`src/rtl/fpu_addsub_arbiter.sv`:
```
// Round-robin arbiter sharing one single-precision add/sub unit among N requesters.
// Operands are latched at grant; a watchdog returns a quiet NaN with err if the unit hangs.
module fpu_addsub_arbiter #(
    parameter int unsigned N       = 4,
    parameter int unsigned TIMEOUT = 64
) (
    input  logic              clk,
    input  logic              reset,
    input  logic [N-1:0]      req,
    input  logic [N-1:0]      req_oper,
    input  logic [32*N-1:0]   req_a,
    input  logic [32*N-1:0]   req_b,
    output logic [N-1:0]      gnt,
    output logic [N-1:0]      done,
    output logic [31:0]       res,
    output logic              err,
    output logic              fpu_start,
    output logic              fpu_oper,
    output logic [31:0]       fpu_a,
    output logic [31:0]       fpu_b,
    input  logic              fpu_ready,
    input  logic [31:0]       fpu_r
);

    localparam int unsigned   PW    = (N > 1) ? $clog2(N) : 1;
    localparam int unsigned   TW    = $clog2(TIMEOUT);
    localparam logic [TW-1:0] TLAST = TW'(TIMEOUT - 1);
    localparam logic [31:0]   QNAN  = 32'h7FC0_0000;

    typedef enum logic [1:0] {
        IDLE,
        ISSUE,
        WAIT_DONE
    } state_e;

    state_e          state_q, state_d;
    logic [PW-1:0]   ptr_q, ptr_d;
    logic [PW-1:0]   sel_q, sel_d;
    logic [TW-1:0]   tcnt_q, tcnt_d;
    logic [N-1:0]    gnt_q, gnt_d;
    logic [N-1:0]    done_q, done_d;
    logic [31:0]     res_q, res_d;
    logic            err_q, err_d;
    logic            start_q, start_d;
    logic            oper_q, oper_d;
    logic [31:0]     a_q, a_d;
    logic [31:0]     b_q, b_d;

    logic            win_valid;
    logic [PW-1:0]   win_idx;
    logic [PW-1:0]   win_next;
    logic            tmo;

    // Rotating search starting at ptr; first set request wins.
    always_comb begin
        int unsigned pos;
        win_valid = 1'b0;
        win_idx   = '0;
        pos       = 0;
        for (int unsigned k = 0; k < N; k++) begin
            pos = (32'(ptr_q) + k) % N;
            if (!win_valid && req[pos]) begin
                win_valid = 1'b1;
                win_idx   = PW'(pos);
            end
        end
        win_next = (32'(win_idx) == N - 1) ? '0 : win_idx + 1'b1;
    end

    assign tmo = (tcnt_q == TLAST);

    always_ff @(posedge clk or negedge reset) begin
        if (!reset) begin
            state_q <= IDLE;
            ptr_q   <= '0;
            sel_q   <= '0;
            tcnt_q  <= '0;
            gnt_q   <= '0;
            done_q  <= '0;
            res_q   <= '0;
            err_q   <= 1'b0;
            start_q <= 1'b0;
            oper_q  <= 1'b0;
            a_q     <= '0;
            b_q     <= '0;
        end else begin
            state_q <= state_d;
            ptr_q   <= ptr_d;
            sel_q   <= sel_d;
            tcnt_q  <= tcnt_d;
            gnt_q   <= gnt_d;
            done_q  <= done_d;
            res_q   <= res_d;
            err_q   <= err_d;
            start_q <= start_d;
            oper_q  <= oper_d;
            a_q     <= a_d;
            b_q     <= b_d;
        end
    end

    always_comb begin
        state_d = state_q;
        unique case (state_q)
            IDLE:      if (win_valid) state_d = ISSUE;
            ISSUE:     if (!fpu_ready) state_d = WAIT_DONE;
                       else if (tmo)   state_d = IDLE;
            WAIT_DONE: if (fpu_ready || tmo) state_d = IDLE;
            default:   state_d = IDLE;
        endcase
    end

    always_comb begin
        ptr_d   = ptr_q;
        sel_d   = sel_q;
        tcnt_d  = tcnt_q;
        gnt_d   = '0;
        done_d  = '0;
        err_d   = 1'b0;
        res_d   = res_q;
        start_d = start_q;
        oper_d  = oper_q;
        a_d     = a_q;
        b_d     = b_q;
        unique case (state_q)
            IDLE: begin
                if (win_valid) begin
                    sel_d   = win_idx;
                    a_d     = req_a[32*int'(win_idx) +: 32];
                    b_d     = req_b[32*int'(win_idx) +: 32];
                    oper_d  = req_oper[win_idx];
                    gnt_d   = N'(1) << win_idx;
                    ptr_d   = win_next;
                    tcnt_d  = '0;
                    start_d = 1'b1;
                end
            end
            ISSUE: begin
                if (!fpu_ready) begin
                    start_d = 1'b0;
                    tcnt_d  = '0;
                end else if (tmo) begin
                    res_d   = QNAN;
                    err_d   = 1'b1;
                    done_d  = N'(1) << sel_q;
                    start_d = 1'b0;
                end else begin
                    tcnt_d = tcnt_q + 1'b1;
                end
            end
            WAIT_DONE: begin
                if (fpu_ready) begin
                    res_d  = fpu_r;
                    done_d = N'(1) << sel_q;
                end else if (tmo) begin
                    res_d   = QNAN;
                    err_d   = 1'b1;
                    done_d  = N'(1) << sel_q;
                    start_d = 1'b0;
                end else begin
                    tcnt_d = tcnt_q + 1'b1;
                end
            end
            default: ;
        endcase
    end

    assign gnt       = gnt_q;
    assign done      = done_q;
    assign res       = res_q;
    assign err       = err_q;
    assign fpu_start = start_q;
    assign fpu_oper  = oper_q;
    assign fpu_a     = a_q;
    assign fpu_b     = b_q;

endmodule

```
`config.mk`:
```
export PLATFORM = sky130hd
export DESIGN_NAME = fpu_addsub_arbiter
export DESIGN_NICKNAME = d
export VERILOG_FILES = /design/src/rtl/fpu_addsub_arbiter.sv
export SDC_FILE = /design/constraint.sdc
export NUM_CORES = 1
export LEC_CHECK = 0
export CAP_MARGIN = 20
export CORE_AREA = 2 2 158 160
export DETAILED_ROUTE_END_ITERATION = 7
export DIE_AREA = 0 0 160 162
export HOLD_SLACK_MARGIN = 0.06
export SLEW_MARGIN = 20
export SYNTH_ARGS = -nofsm -noshare
export SYNTH_HDL_FRONTEND = slang
export SYNTH_SLANG_ARGS = --single-unit
```
`constraint.sdc`:
```
create_clock -name clk -period 2.7 [get_ports clk]
set_clock_uncertainty 0.15 [all_clocks]
set_input_delay 0.27 -clock clk [delete_from_list [all_inputs] [get_ports clk]]
set_output_delay 0.27 -clock clk [all_outputs]
set_load 0.05 [all_outputs]
```
==> Yosys cells after proc, flatten, opt, wreduce, memory -nomap -nowiden <==
Cells that the tools add are included.
{ "totals": {"regBits": 119, "inputBits": 299, "out_inout_bits": 107, "wordCells": 97} }
{ "op_classes": {"n_addsub": 5, "magnitude_cmp": 5, "n_eq_ne": 9, "shift": 4, "mux": 48, "reduce_logical": 14} }
{ "ops": {"columns": ["operator", "n"], "rows": [
  ["variable part select 128 x 8 -> 32 bit", 2],
  ["two-way mux 32 bit", 3],
  ["case mux 32 bit (2 select lines)", 1],
  ["two-way mux 6 bit", 4],
  ["two-way mux 4 bit", 5],
  ["two-way mux 2 bit", 9],
  ["case mux 6 bit (3 select lines)", 1],
  ["two-way mux 1 bit", 16],
  ["< comparator 2 x 3 -> 1 bit (second input constant)", 5],
  ["binary-select mux 1 bit (select 2 bit)", 5],
  ["!= test 2 bit (second input constant)", 4],
  ["case mux 4 bit (2 select lines)", 1],
  ["<< shifter 1 x 2 -> 4 bit (first input constant)", 2],
  ["adder 6 x 1 -> 6 bit (second input constant)", 1],
  ["equality test 6 bit (second input constant)", 1],
  ["case mux 2 bit (3 select lines)", 1],
  ["AND reduction 3 bit", 2],
  ["adder 2 x 1 -> 2 bit (second input constant)", 2],
  ["adder 2 bit (second input constant)", 2],
  ["equality test 2 bit (second input constant)", 2],
  ["AND reduction 2 bit", 2],
  ["logical AND 1 bit", 3],
  ["logical NOT 1 bit", 3],
  ["!= test 3 bit (second input constant)", 1],
  ["other kinds (7)", 7]
]} }

==> Logic depth before layout (Yosys ltp) <==
{ "logic_depth": {"word_depth": 15, "ltp_mapped": 10, "mapped_depth_nobuf": 7} }

==> Worst setup path before layout <==
No wires, ideal clock.
{ "synth_path": {"kind": "register to register", "startpoint": "reg state_q[0]", "endpoint": "reg start_q, in the netlist fpu_start", "setup_time_ns": 0.127, "arrival_time_ns": 1.793, "required_ns": 2.423, "setup_slack_ns": 0.630, "stages_incl_launch_ff": 10, "n_path_buf": 2, "synth_period_minus_slack_ns": 2.070, "cell_sequence": "dfrtp_1 -> inv_1 -> ha_1 -> and2_1 -> clkbuf_1 -> a211oi_1 -> clkbuf_1 -> o21ai_0 -> nand2_1 -> o21ai_0"} }
{ "synth_between": {"elab_chain_len": 3, "elab_cells_between_ends": 8, "classes_between": "eq/ne (4); mux (1); reduce/logical (3)"} }
{ "synth_rtl": {"columns": ["item", "line_no", "text"], "rows": [
  ["from (decl)", "36", "state_e state_q, state_d;"],
  ["from (signal assigned)", "87", "state_q <= state_d;"],
  ["equality test 2 bit (tied with other cells)", "125", "unique case (state_q)"],
  ["!= test 2 bit (no line) / nonzero test 3 bit (equally long branches)", null, null],
  ["AND reduction 3 bit (no line)", null, null],
  ["to (signal assigned)", "95", "start_q <= start_d;"],
  ["to (decl)", "44", "logic start_q, start_d;"]
]} }
Parallel ways exist; a longest one is shown, timed or not.
A chain may end at the register's enable or synchronous reset.

==> Worst setup path in the final report <==
{ "layout_path": {"startpoint": "reg ptr_q[0]", "endpoint": "reg a_q[15], in the netlist fpu_a[15]"} }
{ "layout_between": {"elab_chain_len": 13, "elab_cells_between_ends": 27, "classes_between": "add/sub (3); shift (1); mux (16); reduce/logical (7)"} }
{ "layout_rtl": {"columns": ["item", "line_no", "text"], "rows": [
  ["from (decl)", "37", "logic [PW-1:0] ptr_q, ptr_d;"],
  ["from (signal assigned)", "88", "ptr_q <= ptr_d;"],
  ["branches (longest 13 deep; another with adder 2 x 1 -> 2 bit)", null, null],
  ["to (signal assigned)", "84", "a_q <= '0;"],
  ["to (signal assigned)", "97", "a_q <= a_d;"],
  ["to (decl)", "46", "logic [31:0] a_q, a_d;"]
]} }
Parallel ways; which one is timed is not known. The select of a mux whose other input is x is not followed.

==> results.txt <==
worst hold path type: in2async
H-Tree Depth: 4
number of failing setup endpoints in the final timing report: 0
worst slack on hold paths: 0.262 ns
setup slack after layout: 0.487 ns
total number of clock tree sinks: 119
cell seen most often among critical-path stages: sky130_fd_sc_hd__mux2i_1
overall power of the completed layout: 13.8 mW
Syn Nets: 1011
flip-flop and latch count after synthesis: 119
weighted congestion at the end of routability-driven global placement: 0.806
max_cap viols: 0
layout cell share with drive strength beyond 1: 0.0722
required time at the endpoint of the critical path: 2.83 ns
clock slew at reported path FFs: 0.07 ns
number of pins with negative max-slew slack in the final report: 0
Critical Path Max Stage Delay: 0.52 ns
mean number of vias per cell: 4.95
per-instance average area after synthesis: 9.54 sq um
Finished Core Util: 0.492
cell at the root of the clock tree: sky130_fd_sc_hd__clkbuf_16
Die W: 160 microns
starting density of the core: 0.280
period utilization: 0.820
first-pass iteration count of the detailed router: 6
Synth Warn #: 0
total via count in the routed design: 7083
total DRC errors in the routed layout: 0
count of antenna-violating nets left after detailed routing: 0
cells along the critical path: mux2i_1, o2bb2ai_4, nor2_4, buf_12, mux2i_1, o211ai_1
buffers from clock root to sink, at most: 2
initial antenna violation count: 0
placed inst area: 11300 sq um
sort of element at the start of the critical path: flop
Pwr Density: 1170 nW/um^2
count of distinct cell types in the synthesized netlist: 38
fraction of registers with async set/reset: 1.00
most frequent standard cell in the layout excluding fill and tap cells: sky130_fd_sc_hd__clkdlybuf4s50_1
start point of the critical path: ptr_q[0]
count of placed standard cells in the final layout, fillers left out: 1432
setup repair after global routing missed its margin: false
die footprint: 25900 sq um
register-to-register path setup slack: 0.49 ns
number of logic stages on the critical path including buffering: 6
synthesized area: 6740 sq um
Reg2Reg Depth: 6
start-to-end type of the worst setup path: reg2reg
TritonCTS clock tree: yes
Critical Path End Type: flop
diodes inserted: 0
Pleak: 4.89 nW
total buffers and inverters traversed by the critical path: 1
routed wirelength normalized by instance count: 19.5 microns
estimated wirelength of the detail-placed design: 20.4 mm
std cell rows: 57
DIE HEIGHT: 162 microns
setup_tns: 0 ns
Register Area: 2980 sq um
Detailed Route WL: 27.9 mm
global-route wire length before repair: 42.7 mm
signed area change from the synthesized netlist to the final layout: 76.0%
slowest cell on the critical path: sky130_fd_sc_hd__dfrtp_1
run status: finished, final reports clean
post-route cell area: 11900 sq um
number of buffers inserted during clock tree synthesis: 17
transition at the pin with the smallest max-transition slack: 0.617 ns
final period demand of the worst path: 2.21 ns
footprint of the multi-input gates: 3480 sq um
dominant synthesized flop cell: sky130_fd_sc_hd__dfrtp_1
critical register-to-register path startpoint: ptr_q[0]
cell class contributing the biggest share of worst-path delay: multiplexers
Global Route Usage Sum: 0.212
worst setup slack before clock tree synthesis: 0.211 ns
maximum fanout along the worst path: 37
maximum vdd ir drop: 0.000574 V
number of cells produced by synthesis: 706
pin count of the biggest net entering global routing: 69
core box area: 24100 sq um
number of nets in the layout: 1400
sequential cell area fraction in the yosys report: 0.442
filler instances: 2334
clock network latency to the later pin of the worst-skew pair: 0.42 ns
count of routing violations after the opening detailed-route iteration: 369
commonest non-fill, non-tap cells in the layout: sky130_fd_sc_hd__clkdlybuf4s50_1, sky130_fd_sc_hd__dfrtp_1, sky130_fd_sc_hd__nand2_1
number of failing hold endpoints at the final stage: 0
placed cell count: 1399
Arrival @ worst endpoint: 2.34 ns
Max Clk Rate: 452 MHz
Top-Level Pins: 406
Port Buffers: 405
number of global-route vias before repair: 7316
total congestion overflow after global routing: 0
worst-case headroom to the max-slew limit: 0.587
number of enable-type register cells in the synthesized netlist: 0
[layer usage]
metal,share of wire,track usage,vias up
met2,0.50,0.371,297
met1,0.40,0.257,3384
met3,0.078,0.0674,22
met4,0.012,0.0491,0
li1,-,-,3380
met5,0,0,-
[worst paths after layout]
kind / endpoint
worst min register to register: fpu_a[31]
worst max register to register: fpu_a[15]
worst max-delay path: fpu_a[15]
max in group asynchronous: res[20]
worst min-delay path: done[2]
min in group clk: res[30]
[state kept, by name, summed over array words and instances, names as in the netlist]
signal / flops
fpu_b: 32
done: 4
res: 32
err: 1
sel_q: 2
ptr_q: 2
fpu_a: 32
fpu_oper: 1
state_q: 2
fpu_start: 1
gnt: 4
tcnt_q: 6
[what timing repair did]
| action | in CTS | in global routing |
|---|---|---|
| hold buffers | 1 | 0 |
| hold endpoints to repair | 37 | 0 |
| buffers inserted | 0 | 0 |
| resized for setup | 0 | 0 |
[report_power, final]
group          total (mW)  switching (mW)  internal, mW
Combinational        8.51            5.35          3.16
Sequential           3.05           0.459          2.59
Clock                2.26            1.02          1.23
[layout make-up]
cell class / instances / share of cell area
Clock buffer: 17 / 0.0359
Tap cell: 324 / 0.0342
Multi-Input combinational cell: 518 / 0.294
Timing Repair Buffer: 435 / 0.370
Clock inverter: 15 / 0.0135
Inverter: 4 / 0.00127
Sequential cell: 119 / 0.251
[synth_stat cells, types with 6 or more instances]
cell type                  count  area share
sky130_fd_sc_hd__ha_1          6       0.011
sky130_fd_sc_hd__mux2i_1      67        0.10
sky130_fd_sc_hd__a21oi_1       9      0.0067
sky130_fd_sc_hd__o22a_1        9       0.012
sky130_fd_sc_hd__o211ai_1     56       0.062
sky130_fd_sc_hd__a22o_1       25       0.032
sky130_fd_sc_hd__dfrtp_1     119        0.44
sky130_fd_sc_hd__o21ai_0      73       0.054
sky130_fd_sc_hd__nand3_1      69       0.051
sky130_fd_sc_hd__buf_2        10      0.0074
sky130_fd_sc_hd__o211ai_2      9       0.017
sky130_fd_sc_hd__clkbuf_1     41       0.023
sky130_fd_sc_hd__buf_6         8       0.013
sky130_fd_sc_hd__a21o_1       66       0.074
sky130_fd_sc_hd__nand2_1      85       0.047
sky130_fd_sc_hd__nor2_1       10      0.0056
[logic make-up after synthesis]
family / count (synthesis) / synth area share
mux: 67 / 0.0995
fa+ha+maj: 6 / 0.0111
compound gates: 258 / 0.270
buf+inv: 69 / 0.0498
flops: 119 / 0.442
simple gates: 187 / 0.128
No activity file was read; power rests on OpenSTA's default activity.
